--- src/rtl/cgra_power_sequencer.sv ---
// cgra_power_sequencer: CGRA power-down/up sequencing (drain, isolate, gate, switch, reset release).
// Optional macro CGRA_PWR_TIMEOUT_EN adds a switch-ack timeout with a sticky error flag.
module cgra_power_sequencer #(
  parameter int ISO_CYC     = 4,
  parameter int RST_CYC     = 8,
  parameter int ACK_TIMEOUT = 1024
) (
  input  logic       clk_i,
  input  logic       rst_ni,
  input  logic       pwr_off_req_i,
  input  logic       retain_i,
  input  logic       cgra_busy_i,
  input  logic       switch_ack_ni,
  output logic       clk_en_o,
  output logic       switch_no,
  output logic       iso_no,
  output logic       logic_rst_no,
  output logic       ram_retentive_no,
  output logic [2:0] state_o,
  output logic       done_o,
  output logic       timeout_err_o
);
  typedef enum logic [2:0] {
    RST_REL = 3'd0,
    ON      = 3'd1,
    DRAIN   = 3'd2,
    ISO     = 3'd3,
    GATE    = 3'd4,
    PWR_OFF = 3'd5,
    OFF     = 3'd6,
    PWR_ON  = 3'd7
  } state_t;
  localparam int ISO_E = (ISO_CYC < 1) ? 1 : ISO_CYC;
  localparam int RST_E = (RST_CYC < 1) ? 1 : RST_CYC;
  localparam int CW    = $clog2(((ISO_E > RST_E) ? ISO_E : RST_E) + 1);
  state_t        r_state, w_next;
  logic [CW-1:0] r_cnt, w_cnt;
  logic          r_retain, r_clk_en, r_switch_n, r_iso_n, r_lrst_n, r_ram_n, r_done;
  logic          w_to;
  always_comb begin
    w_next = r_state;
    w_cnt  = r_cnt;
    case (r_state)
      RST_REL: if (r_cnt <= CW'(1)) w_next = ON; else w_cnt = r_cnt - CW'(1);
      ON:      if (pwr_off_req_i) w_next = DRAIN;
      DRAIN: begin
        if (!pwr_off_req_i) w_next = ON;
        else if (!cgra_busy_i) begin
          w_next = ISO;
          w_cnt  = CW'(ISO_E);
        end
      end
      ISO:     if (r_cnt <= CW'(1)) w_next = GATE; else w_cnt = r_cnt - CW'(1);
      GATE:    w_next = PWR_OFF;
      PWR_OFF: if (switch_ack_ni || w_to) w_next = OFF;
      OFF:     if (!pwr_off_req_i) w_next = PWR_ON;
      PWR_ON: begin
        if (!switch_ack_ni || w_to) begin
          w_next = RST_REL;
          w_cnt  = CW'(RST_E);
        end
      end
      default: w_next = RST_REL;
    endcase
  end
  always_ff @(posedge clk_i or negedge rst_ni) begin
    if (!rst_ni) begin
      r_state    <= RST_REL;
      r_cnt      <= CW'(RST_E);
      r_retain   <= 1'b0;
      r_clk_en   <= 1'b1;
      r_switch_n <= 1'b0;
      r_iso_n    <= 1'b0;
      r_lrst_n   <= 1'b0;
      r_ram_n    <= 1'b1;
      r_done     <= 1'b0;
    end else begin
      r_state <= w_next;
      r_cnt   <= w_cnt;
      r_done  <= (r_state == PWR_OFF && w_next == OFF) || (r_state == RST_REL && w_next == ON);
      // Outputs are updated on the edge that enters a state, so they settle with state_o.
      if (w_next != r_state) begin
        case (w_next)
          ISO: begin
            r_iso_n  <= 1'b0;
            r_retain <= retain_i;
          end
          GATE: begin
            r_clk_en <= 1'b0;
            r_lrst_n <= 1'b0;
            r_ram_n  <= ~r_retain;
          end
          PWR_OFF: r_switch_n <= 1'b1;
          PWR_ON:  r_switch_n <= 1'b0;
          RST_REL: begin
            r_clk_en <= 1'b1;
            r_ram_n  <= 1'b1;
          end
          ON: begin
            if (r_state == RST_REL) begin
              r_iso_n  <= 1'b1;
              r_lrst_n <= 1'b1;
            end
          end
          default: ;
        endcase
      end
    end
  end
`ifdef CGRA_PWR_TIMEOUT_EN
  localparam int TO_E = (ACK_TIMEOUT < 1) ? 1 : ACK_TIMEOUT;
  localparam int TW   = $clog2(TO_E + 1);
  logic [TW-1:0] r_tcnt;
  logic          r_err;
  logic          w_wait;
  assign w_wait = (r_state == PWR_OFF) || (r_state == PWR_ON);
  assign w_to   = w_wait && (r_tcnt == TW'(TO_E - 1));
  always_ff @(posedge clk_i or negedge rst_ni) begin
    if (!rst_ni) begin
      r_tcnt <= '0;
      r_err  <= 1'b0;
    end else begin
      r_tcnt <= (!w_wait || w_next != r_state) ? '0 : r_tcnt + TW'(1);
      if (r_state == ON && w_next == DRAIN) r_err <= 1'b0;
      else if (w_to && w_next != r_state) r_err <= 1'b1;
    end
  end
  assign timeout_err_o = r_err;
`else
  assign w_to          = 1'b0;
  assign timeout_err_o = 1'b0;
`endif
  assign state_o          = r_state;
  assign clk_en_o         = r_clk_en;
  assign switch_no        = r_switch_n;
  assign iso_no           = r_iso_n;
  assign logic_rst_no     = r_lrst_n;
  assign ram_retentive_no = r_ram_n;
  assign done_o           = r_done;
endmodule

--- config.mk ---
export PLATFORM = sky130hd
export DESIGN_NAME = cgra_power_sequencer
export DESIGN_NICKNAME = d
export VERILOG_FILES = /design/src/rtl/cgra_power_sequencer.sv
export SDC_FILE = /design/constraint.sdc
export NUM_CORES = 1
export LEC_CHECK = 0
export BUFFER_PORTS_ARGS = -buffer_cell sky130_fd_sc_hd__buf_4
export CAP_MARGIN = 40
export CELL_PAD_IN_SITES_DETAIL_PLACEMENT = 2
export CELL_PAD_IN_SITES_GLOBAL_PLACEMENT = 2
export CORE_ASPECT_RATIO = 1.1
export CORE_MARGIN = 2
export CORE_UTILIZATION = 32
export CTS_BUF_LIST = sky130_fd_sc_hd__clkbuf_2
export DETAILED_ROUTE_END_ITERATION = 10
export PLACE_DENSITY_LB_ADDON = 0.1
export SYNTH_ARGS = -nofsm -noshare
export SYNTH_HDL_FRONTEND = slang
export SYNTH_SLANG_ARGS = --single-unit
--- constraint.sdc ---
create_clock -name clk_i -period 1.65 [get_ports clk_i]
set_input_delay 0.33 -clock clk_i [delete_from_list [all_inputs] [get_ports clk_i]]
set_output_delay 0.33 -clock clk_i [all_outputs]
set_load 0.02 [all_outputs]
# Word level (Yosys, flattened, before mapping)
# Cells that the tools add are included.
[totals] output_inout_bits=10 inputBits=6 regBits=14 wordCells=68 latch_bits=0 romBits=0 mem_count=0 ram_bits=0
[op_classes] reduce_logical=17 shift=0 n_lt_le_gt_ge=1 n_mul=0 mux=20 add_sub_neg=1 div_mod_pow=0 n_bitwise=1 eq_ne=19
[op_table] cell="$eq 3x3->1 const B" count=8
[op_table] cell="$mux 3" count=8
[op_table] cell="$pmux 3 s8" count=1
[op_table] cell="$mux 4" count=4
[op_table] cell="$pmux 4 s3" count=1
[op_table] cell="$ne 2x2->1 const B" count=5
[op_table] cell="$pmux 1 s2" count=5
[op_table] cell="$eq 3x2->1 const B" count=3
[op_table] cell="$reduce_bool 2->1" count=4
[op_table] cell="$eq 3x1->1 const B" count=2
[op_table] cell="$logic_not 3->1" count=2
[op_table] cell="$reduce_and 2->1" count=3
[op_table] cell="$reduce_and 3->1" count=2
[op_table] cell="$reduce_and 5->1" count=1
[op_table] cell="$le 4x1->1 const B" count=1
[op_table] cell="$sub 4x1->4 const B" count=1
[op_table] cell="$ne 3x3->1" count=1
[op_table] cell="$reduce_bool 3->1" count=1
[op_table] cell="$logic_and 1x1->1" count=2
[op_table] cell="$reduce_or 2->1" count=1
[op_table] cell="$logic_or 1x1->1" count=1
[op_table] cell="$mux 1" count=1
[op_table] cell="$not 1->1" count=1

# Logic depth before layout (Yosys ltp)
[depth] ltp_word=6 ltp_mapped=7 mapped_depth_nobuf=6

# Least setup slack after synthesis
# Ideal clock, no wire load.
[synth_path] path_kind="reg-to-reg" startpoint="register r_cnt[0]" endpoint="register r_cnt[1]" t_required_ns=1.525 setup_slack_ns=-0.141 t_arrival_ns=1.666 period_less_slack_ns=1.791 stages_incl_launch_ff=8 n_path_buf=1 setup_ns=0.125 path_cell_list="dfrtp_1 > inv_1 > ha_1 > or2_1 > buf_6 > a211oi_4 > nor3_4 > mux2_4"
[synth_between] elab_chain_len=3 word_cells_on_any_way=6 cone_classes="add/sub: 1; order compare: 1; eq/ne: 1; mux: 2; reduce/logical: 1"
[synth_lines] element="from (decl)" line="37" source="logic [CW-1:0] r_cnt, w_cnt;"
[synth_lines] element="from (signal assigned)" line="69" source="r_cnt <= CW'(RST_E);"
[synth_lines] element="from (signal assigned)" line="79" source="r_cnt <= w_cnt;"
[synth_lines] element="$sub 4x1->4 / $le 4x1->1 (equally long branches)" line="44, 53"
[synth_lines] element="$mux 4 / $ne 2x2->1 (equally long branches)"
[synth_lines] element="$pmux 4 s3 / $reduce_and 5->1 (equally long branches)"
# Several ways; a longest one is shown, not always the timed one. The select of a mux whose other input is x is not followed.
# A chain may end at the register's enable or synchronous reset.

# Worst setup path after layout
# Ends and elaborated chain as after synthesis.

==> results.yml <==
yosys:
  yosysUniqueCellTypes: 41
  synthArstFlopShare_pct: 100
  avgSynthCellArea_sq_um: 9.88
  yosysTopAreaCell: "dfrtp_1"
  synth-edff-count: 0
  synth_top_family_by_area: "compound AO/OA/AOI/OAI gates"
  seq_area_frac_synth_pct: 40.3
  synth_nets: 97
  synthCells: 89
  synth_compound_area_share_pct: 21.5
  synth_top_area_share_pct: 31.3
  synthMuxAreaShare_pct: 4.27
  yosys.area_share.simple_pct: 20.2
  synth-main-ff-cell: "dfrtp_1"
  yosys_warnings: 0
  syn_area_sq_um: 880
  synth_xor_area_share_pct: 0.996
  synth-seq-cells: 14
  ys_top_cells_by_area: "dfrtp_1, dfstp_2, a21oi_1"
  synthAdderAreaFrac_pct: 2.84
pwr:
  p_seq_share_pct: 25.5
  p_int_mw: 1.53
  power_per_cell_area_nw_per_um2: 2310
  ir_drop_mv: 0.957
  pwr-share-comb_pct: 68.0
  clkPwrFrac_pct: 6.6
  p_switching_mw: 1.24
  swShare_pct: 44.7
  power_leakage_nw: 0.530
sta:
  fin_skew_ps: 6.31
  finalCriticalPeriod_ps: 1660
  finalCritPeriodShare_pct: 101
  final.setup.worst_slack_ps: -11.0
  hold_viol_final: 0
  fin_hold_ws_ps: 225
  rsz0062_at_grt: "yes"
  finalSetupViolations: 2
  max_clock_freq_mhz: 602
  slew_viol_final: 0
cts:
  ctsLongestPathBuffers: 2
  clk_pin_slew_ps: 160
  clock_latency_ps: 310
  cts.sinks: 14
  clockRootBuffer: "clkbuf_2"
  cts_buffers: 3
  h-tree-depth: 1
  cts_tree: "built"
floorplan:
  rows: 19
  ios: 16
  coreArea_sq_um: 2570
  start_util_pct: 34.3
  die_area_sq_um: 3180
  die_h_um: 59.0
  fp.dieW_um: 54.0
global_route:
  grt_overflow: 0
  grt_pass1_wl_um: 4350
  grtUsageTotal_pct: 19.3
  first_global_vias: 898
  grt_max_degree: 15
  antenna_found_initial: 0
layout:
  diodes: 0
  drive_gt1_share_pct: 50.0
  fill_cells: 285
  syn2layout_area_growth_pct: 36.6
  nNetsFinal: 133
  fin_util_pct: 46.8
route:
  vias_per_cell: 5.30
  vias: 822
  wl_um: 2710
  first_pass_iters: 3
  first_iter_violations: 8
  antenna_left: 0
  drc: 0
  drt-wirelength-per-cell_um: 17.5
worst_setup_path:
  r2r_setup_slack_ps: -10
  crit_type: "flop to flop"
  cp_slowest_cell: "dfrtp_1"
  cpLargestDelayFamily: "flip-flops"
  crit_path_start_kind: "flop"
  cp-end-kind: "flop"
  path_buf_inv: 1
  cp-startpoint: "r_cnt[0]$_DFFE_PN0P_"
  slowest_delay_ps: 410
  cp_cell_sequence: "inv_1 -> ha_2 -> or2_4 -> a211oi_4 -> nor3_4 -> mux2_4"
  timing.rr.start: "r_cnt[0]$_DFFE_PN0P_"
  path_max_fanout: 4
  worst_r2r_path_depth: 6
  critPathRequiredTime_ps: 1860
  r2r_end: "r_cnt[1]$_DFFE_PN0P_"
  arrival_ps: 1870
hold_path:
  hp-class: "input pin to flop"
  hp-start: "retain_i"
  whs_path_depth: 2
  hold-path-endpoint: "r_retain$_DFFE_PN0P_"
place:
  place_congestion: 0.790
  hpwl_um: 1890
  port_buffers: 14
outcome:
  status: "finished, violations left"
  violations: "setup timing"
job:
  drv_cap: 0
sequential cells by signal, summed over array words and instances (netlist names):
name,count
done_o,1
state_o,3
r_cnt,4
logic_rst_no,1
r_retain,1
ram_retentive_no,1
clk_en_o,1
switch_no,1
iso_no,1
per-stage QoR:
| step | area, sq um | cells | setup slack, ps | power (mW) | TNS (ps) |
|---|---|---|---|---|---|
| 3_5_place_dp | 1090 | 143 | -75.1 | 2.34 | -189 |
| 2_1_floorplan | 885 | 89 | -40.5 | 1.76 | -47.5 |
| 3_3_place_gp | 1090 | 143 | -6.09 | 2.28 | -6.09 |
| 6_report | 1200 | 155 | -11.0 | 2.78 | -17.4 |
| 5_1_grt | 1200 | 155 | -63.3 | 3.01 | -271 |
| 4_1_cts | 1140 | 151 | -33.3 | 2.63 | -64.2 |
timing repair:
| item | in CTS | in global routing |
|---|---|---|
| gates cloned | 0 | 0 |
| gates resized for setup | 1 | 11 |
| pin swaps | 3 | 4 |
| endpoints found under the hold margin | 11 | 0 |
| endpoints found under the setup margin | 6 | 9 |
| buffers inserted | 3 | 4 |
| hold buffers | 1 | 0 |
power by group through the flow:
stage                     clock network, mW  registers, mW  logic [mW]
after floorplan                           0          0.765       0.993
after global placement                    0          0.681        1.59
after detailed placement                  0          0.694        1.65
after CTS                             0.183          0.690        1.75
after global routing                  0.203          0.747        2.06
final                                 0.182          0.708        1.89
cell type report:
cell class	count	area, sq um	share of cell area (%)
Clock buffer	3	15.0	1.25
Sequential cell	14	358	29.8
Clock inverter	1	3.75	0.313
Timing Repair Buffer	38	292	24.3
Tap cell	31	38.8	3.23
Multi-Input combinational cell	62	472	39.3
Inverter	6	22.5	1.88
logic make-up (layout without fill, tap and decap cells):
| kind of cell | after synthesis | in the layout |
|---|---|---|
| mux | 3 | 3 |
| flops | 14 | 14 |
| fa+ha+maj | 2 | 2 |
| compound gates | 26 | 26 |
| simple gates | 29 | 29 |
| xor+xnor | 1 | 1 |
| other cells | 1 | 1 |
| buf+inv | 13 | 48 |
cells in the final DEF (no fill, tap or decap), types with 3 or more instances in the layout:
cell type  instances
nor2_1             7
buf_4             36
dfrtp_1            8
nand2_1            3
o21ai_0            4
nor3_1             3
clkbuf_2           3
dfrtp_2            3
inv_1              5
a21oi_1            7
dfstp_2            3
o32ai_1            3
synth_stat cells (2+ instances only):
library cell  count
ha_1              2
a31oi_1           2
a2bb2oi_1         2
nand2_1           3
nand3_1           2
inv_1             6
buf_6             3
a21oi_1           7
nand4_1           2
o21ai_0           5
nor2_1            8
buf_4             2
nor3_1            3
o32ai_1           3
dfrtp_1          11
dfstp_2           3
layer usage:
layer / part of all wire, % / global-route usage, % / wire length (um)
met5: 0 / 0 / 0
met3: 3.3 / 3.28 / 90
met2: 49 / 32.1 / 1340
met4: 2.1 / 8.93 / 58
met1: 45 / 23.9 / 1230
worst max path at each step:
stage	end	slack (ps)	cells past startpoint
final	r_cnt[1]$_DFFE_PN0P_	-10	6
after global routing	r_cnt[1]$_DFFE_PN0P_	-60	6
after CTS	r_cnt[1]$_DFFE_PN0P_	-30	6
after detailed placement	r_cnt[1]$_DFFE_PN0P_	-80	6
after global placement	r_cnt[1]$_DFFE_PN0P_	-6	5
after floorplan	r_cnt[1]$_DFFE_PN0P_	-40	7
Power figures use the tool's default switching activity.
